**config.mk**
```make
export PLATFORM = sky130hd
export DESIGN_NAME = hazard_ctrl
export DESIGN_NICKNAME = d
export VERILOG_FILES = /design/src/rtl/hazard_ctrl.sv
export SDC_FILE = /design/constraint.sdc
export NUM_CORES = 1
export LEC_CHECK = 0
export ABC_CLOCK_PERIOD_IN_PS = 3000
export BUFFER_PORTS_ARGS = -buffer_cell sky130_fd_sc_hd__buf_4
export CELL_PAD_IN_SITES_DETAIL_PLACEMENT = 0
export CELL_PAD_IN_SITES_GLOBAL_PLACEMENT = 2
export CORE_ASPECT_RATIO = 0.6
export CORE_MARGIN = 1
export CORE_UTILIZATION = 34
export CTS_CLUSTER_DIAMETER = 30
export CTS_CLUSTER_SIZE = 40
export DETAILED_ROUTE_END_ITERATION = 16
export PLACE_DENSITY_LB_ADDON = 0.12
export REMOVE_ABC_BUFFERS = 1
export SYNTH_ARGS = -nofsm -noshare
export SYNTH_HDL_FRONTEND = slang
export SYNTH_SLANG_ARGS = --single-unit
```
**constraint.sdc**
```tcl
create_clock -name clk -period 3 [get_ports clk]
set_clock_uncertainty 0.05 [all_clocks]
set_input_delay 0.3 -clock clk [delete_from_list [all_inputs] [get_ports clk]]
set_output_delay 0.3 -clock clk [all_outputs]
set_load 0.01 [all_outputs]
```
**src/rtl/hazard_ctrl.sv**
```systemverilog
// hazard_ctrl: register-dependency scoreboard and stall controller.
// Tracks the destination registers of the instructions in EX/MEM/WB and
// stalls ID while one of its sources is still waiting to be written.
// The merged stall (bbl) is combinational, so the core sees it before the
// edge on which the ID instruction would otherwise issue.
module hazard_ctrl #(
    parameter int DEPTH = 3,
    parameter int CNT_W = 32
) (
    input  logic             clk,
    input  logic             rst,
    input  logic             id_reg1_read,
    input  logic [4:0]       id_reg1_addr,
    input  logic             id_reg2_read,
    input  logic [4:0]       id_reg2_addr,
    input  logic [4:0]       id_wd,
    input  logic             id_wreg,
    input  logic             ext_stall,
    input  logic             flush,
    output logic             bbl,
    output logic             sb_busy,
    output logic [CNT_W-1:0] stall_cnt
);

    // Scoreboard entries: index 0 entered EX this cycle, DEPTH-1 is in WB.
    logic       sb_v_reg    [DEPTH];
    logic [4:0] sb_addr_reg [DEPTH];

    logic [DEPTH-1:0] match1;
    logic [DEPTH-1:0] match2;
    logic             hz1;
    logic             hz2;

    // Value written into entry 0 when it is loaded from ID.
    logic       head_v_next;
    logic [4:0] head_addr_next;

    logic [CNT_W-1:0] stall_cnt_reg;

    genvar gi;
    generate
        for (gi = 0; gi < DEPTH; gi++) begin : g_sb
            // Register 0 can never be valid in an entry, so no extra guard here.
            assign match1[gi] = sb_v_reg[gi] && (sb_addr_reg[gi] == id_reg1_addr);
            assign match2[gi] = sb_v_reg[gi] && (sb_addr_reg[gi] == id_reg2_addr);

            if (gi == 0) begin : g_head
                // Head entry: loaded from ID when issuing, bubble when stalled.
                always_ff @(posedge clk) begin
                    if (!rst) begin
                        sb_v_reg[gi]    <= 1'b0;
                        sb_addr_reg[gi] <= 5'd0;
                    end else if (flush) begin
                        sb_v_reg[gi]    <= 1'b0;
                    end else begin
                        sb_v_reg[gi]    <= head_v_next;
                        sb_addr_reg[gi] <= head_addr_next;
                    end
                end
            end else begin : g_tail
                // Older entries simply follow the pipeline down one stage.
                always_ff @(posedge clk) begin
                    if (!rst) begin
                        sb_v_reg[gi]    <= 1'b0;
                        sb_addr_reg[gi] <= 5'd0;
                    end else if (flush) begin
                        sb_v_reg[gi]    <= 1'b0;
                    end else begin
                        sb_v_reg[gi]    <= sb_v_reg[gi-1];
                        sb_addr_reg[gi] <= sb_addr_reg[gi-1];
                    end
                end
            end
        end
    endgenerate

    // Source hazards ignore unread ports and register 0; own id_wd is never compared.
    always_comb begin
        hz1 = id_reg1_read && (id_reg1_addr != 5'd0) && (|match1);
        hz2 = id_reg2_read && (id_reg2_addr != 5'd0) && (|match2);
        bbl = hz1 | hz2 | ext_stall;
    end

    // Head load value: a stalled cycle inserts a bubble that writes nothing.
    always_comb begin
        head_v_next    = 1'b0;
        head_addr_next = 5'd0;
        if (!bbl) begin
            head_v_next    = id_wreg && (id_wd != 5'd0);
            head_addr_next = id_wd;
        end
    end

    // Busy whenever any tracked write is still in flight.
    always_comb begin
        sb_busy = 1'b0;
        for (int i = 0; i < DEPTH; i++) begin
            sb_busy = sb_busy | sb_v_reg[i];
        end
    end

    // Saturating count of stalled cycles; flush does not touch it.
    always_ff @(posedge clk) begin
        if (!rst) begin
            stall_cnt_reg <= '0;
        end else if (bbl && (stall_cnt_reg != {CNT_W{1'b1}})) begin
            stall_cnt_reg <= stall_cnt_reg + 1'b1;
        end
    end

    assign stall_cnt = stall_cnt_reg;

endmodule

```
* Yosys cells after proc, flatten, opt, wreduce, memory -nomap -nowiden
Memory sizes are Yosys's and may differ from the RTL's. Index checks and enable logic that the tools add are counted.
Word-level totals: register bits 32, bits in writable memories 18, output and inout port bits 34, word-level logic and storage cells 59, memories kept 2
Memory list:
- sb_addr_reg | depth 3, width 5, read ports 3, clocked after memory_dff 0, wr ports 3, RTL line 27 | logic [4:0] sb_addr_reg [DEPTH];
- sb_v_reg | depth 3, width 1, read ports 3, clocked after memory_dff 0, wr ports 3, RTL line 26 | logic sb_v_reg [DEPTH];
Operators by class: add/sub/neg operators 1, equality and inequality tests 7, multiplexer cells 18, bitwise operators 13, reductions and logical operators 17
Operator list (count):
- adder 32 x 1 -> 32 bit (second input constant) | 1
- != test 32 bit (second input constant) | 1
- equality test 5 bit | 6
- 2-to-1 mux 5 bit | 4
- nonzero test 5 bit | 3
- 2-to-1 mux 1 bit | 14
- bitwise OR 1 bit | 13
- logical AND 1 bit | 12
- OR reduction 3 bit | 2

* Logic depth before layout (Yosys ltp)
depth after elaboration 8, gate-level depth with buffers 10, depth with buffers taken out 7

* Worst setup path after synthesis
Ideal clock, no wire load.
path type input port to flip-flop, start point in id_reg2_addr[0], end point reg stall_cnt_reg[1] (netlist: stall_cnt[1]), data arrival time 2139 ps, required time 2809 ps, path slack 671 ps, cell stages on the path 9, path buffers 3, path through or4_1 -> o21a_1 -> and4_4 -> a2111oi_2 -> buf_4 -> buf_12 -> buf_12 -> nand3b_1 -> a21oi_2
On the way: cells in the longest elaborated chain, start to end 7, elaborated cells between the ends (all ways) 13, classes of those cells eq/ne (3); bitwise (2); reduce/logical (8)
Ends and longest elaborated chain:
- start, declared | RTL line 15 | input logic [4:0] id_reg2_addr,
- equality test 5 bit | RTL line 45 | assign match2[gi] = sb_v_reg[gi] && (sb_addr_reg[gi] == id_reg2_addr);
- logical AND 1 bit | RTL line 45
- OR reduction 3 bit | RTL line 80 | hz2 = id_reg2_read && (id_reg2_addr != 5'd0) && (|match2);
- logical AND 1 bit * | RTL line 80
- bitwise OR 1 bit * (2 in series) | RTL line 81 | bbl = hz1 | hz2 | ext_stall;
- logical AND 1 bit * | RTL line 106 | end else if (bbl && (stall_cnt_reg != {CNT_W{1'b1}})) begin
- end signal, assigned | RTL line 107 | stall_cnt_reg <= stall_cnt_reg + 1'b1;
- end, declared | RTL line 38 | logic [CNT_W-1:0] stall_cnt_reg;
Every way passes the cells marked *; elsewhere a longest branch is shown, timed or not. A chain may end at the register's enable or synchronous reset.

==> qor.yml <==
yosys:
  yosysSeqAreaShare: 0.406
  synth_area_um2: 2890
  synth_area_leader_cell: "dfxtp_1"
  synth_area_leaders: "dfxtp_1 23%, edfxtp_1 18%, xor2_1 7.3%"
  async_flop_share: 0
  synth_top_area_frac: 0.229
  synth_edf_count: 17
  yosysUniqueCellTypes: 41
  syn_inst: 300
  yosysWarnings: 0
  synth_ff_type: "dfxtp_1"
  yosys_register_bits: 50
  avgSynthCellArea_um2: 9.62
global_route:
  grt_pass1_vias: 2163
  grt_max_degree: 66
  grt_pass1_wl_um: 11700
  antenna_found_initial: 0
  grt_overflow: 0
  gr-usage-all-layers: 0.173
worst_setup_path:
  crit_path_top_delay_cell: "or4b_2"
  reg2reg_to: "stall_cnt[30]"
  r2r_cells: 8
  path_delay_family: "simple AND/OR/NAND/NOR gates"
  critical_path_class: "flip-flop to flip-flop"
  crit_chain: "xor2_1, nor4_1, nand3_1, nand2_1, a2111oi_4, buf_12, or4b_2, a21oi_1"
  critical_path_arrival_ns: 2.83
  cp_max_fo: 65
  required_ns: 3.17
  slowest_delay_ns: 0.68
  r2r_slack_ns: 0.35
  start_kind: "flip-flop"
  critPathBufInv: 1
  timing.rr.start: "sb_addr_reg[1][0]"
  endpoint_kind: "flip-flop"
  crit_cells: 8
drt:
  wl_um: 7150
  post-route-drc-count: 0
  antenna_left: 0
  vias: 2383
  first_iter_violations: 144
  wire_per_inst_um: 15.5
  firstDrtPassIters: 5
  via_per_inst: 5.16
power_and_ir_drop:
  ir_drop_uv: 204
  power_leakage_uw: 0.00131
  powerDensity_nw_per_um2: 433
  power_uw: 1540
clock_tree:
  cts_buffer_depth: 2
  clkLatencyLatePin_ns: 0.29
  cts_tree: "built"
  clk_pin_slew_ns: 0.07
  numClockSinks: 50
  ctsResizeCount: 0
  root_buffer: "clkbuf_16"
  cts_setup_buffers: 0
  cts-hold-fix-buffers: 0
  cts_buffers: 5
  htreeDepth: 2
timing:
  setup_violations: 0
  rsz0062_at_grt: "no"
  post-route-min-period_ns: 2.65
  maxSlewHeadroom: 0.558
  period_share: 0.884
  worst_slew_pin_slew_ns: 0.661
  setup_ws_ns: 0.349
  fmaxAchievable_ghz: 0.377
  hold_viol: 0
  slew_viol_final: 0
cells_and_area:
  drive_gt1_frac: 0.288
  layout.cells.non_filler: 462
  largest_reg_flops: 32
  final_nets: 376
  utilization: 0.443
  diodes: 0
  area_delta_synth_final_pct: 23.3
  post-route-cell-area_um2: 3560
placed_design:
  placedCellCount: 454
  hpwl_um: 5330
  gp_congestion: 0.855
  io_buffers: 55
  post-place-ws_ns: 0.395
  place_area_um2: 3390
floorplanning:
  die_area_um2: 8870
  core_area_um2: 8040
  start_util: 0.359
  die_h_um: 73.4
  rows: 25
  die_w_um: 121
  pin_count: 56
min_path:
  hp-start: "id_wd[1]"
  hold_class: "input port to flip-flop"
  hold_path_depth: 2
  holdPathEnd: "sb_addr_reg[0][1]"
job:
  maxCapViolCount: 0
outcome:
  status: "complete, no violations"
[per-stage QoR]
step | TNS [ns] | hold slack, ns
after global routing | 0 | 0.264
after floorplan | -70.75 | 0.373
after CTS | 0 | 0.273
final | 0 | 0.274
after global placement | 0 | 0.421
after detailed placement | 0 | 0.423
[cell families (layout without fill, tap and decap cells)]
family / count (synthesis) / after routing / share of synthesized area
buf+inv: 22 / 75 / 0.0503
xor+xnor: 30 / 30 / 0.0910
mux: 6 / 6 / 0.0208
other cells: 1 / 2 / 0.00130
compound gates: 57 / 57 / 0.156
simple gates: 133 / 133 / 0.270
fa+ha+maj: 1 / 1 / 0.00433
flops: 50 / 50 / 0.406
[cell usage after synthesis, types with 2 or more instances]
library cell  number
buf_4              3
o21ai_2           10
and3_1            11
or3_1             17
xor2_1            24
nor4_1             9
nor3_1             3
o31ai_1           10
or4_1             12
and2_1            13
buf_12             3
and4_1             4
inv_1              5
xnor2_1            6
nand2b_1           6
o41ai_1            3
o21ai_0            4
a21oi_2           17
edfxtp_1          17
or2_2              2
a21oi_1            7
mux2i_1            6
dfxtp_1           33
nand2_1           20
clkbuf_1           9
nand3_1           16
nand4_1           10
nor2_1             6
o311ai_0           2
[routing by layer]
layer / wire (µm) / part of all wire / vias up / GRT usage
li1: - / - / 1225 / -
met1: 4170 / 0.58 / 1115 / 0.283
met4: 40 / 0.0056 / 0 / 0.0370
met3: 264 / 0.037 / 4 / 0.0404
met2: 2680 / 0.37 / 39 / 0.218
met5: 0 / 0 / - / 0
[worst max-delay path by stage]
stage                                 start       endpoint  slack [ns]
after CTS                   id_reg2_addr[0]            bbl        0.38
after global placement      id_reg2_addr[0]            bbl        0.40
after global routing      sb_addr_reg[0][3]  stall_cnt[30]        0.26
after detailed placement    id_reg2_addr[0]            bbl        0.39
final                     sb_addr_reg[1][0]  stall_cnt[30]        0.35
after floorplan             id_reg2_addr[0]  stall_cnt[24]       -1.96
[report_power, final]
group | internal [µW] | switching, µW | total (µW)
clock network | 395 | 263 | 658
logic | 62.7 | 77.7 | 140
registers | 718 | 23.3 | 741
[final cells by class]
class / count / area [µm²]
Clock buffer: 5 / 125
Timing Repair Buffer: 62 / 478
Inverter: 5 / 18.8
Tap cell: 108 / 135
Sequential cell: 50 / 1170
Clock inverter: 3 / 43.8
Multi-Input combinational cell: 229 / 1590
Fill cell: 792 / 4480
[cells in the final DEF, fill, tap and decap left out, types with 6 or more instances in the layout]
cell,count
nand2_1,20
and3_1,11
xor2_1,24
mux2i_1,6
nor4_1,9
dfxtp_1,33
o31ai_1,10
edfxtp_1,17
nand2b_1,6
nand4_1,10
nor2_1,6
buf_4,61
and2_1,13
a21oi_2,17
or4_1,12
nand3_1,16
a21oi_1,7
xnor2_1,6
or3_1,17
o21ai_2,10
(Power assumes the default switching activity.)
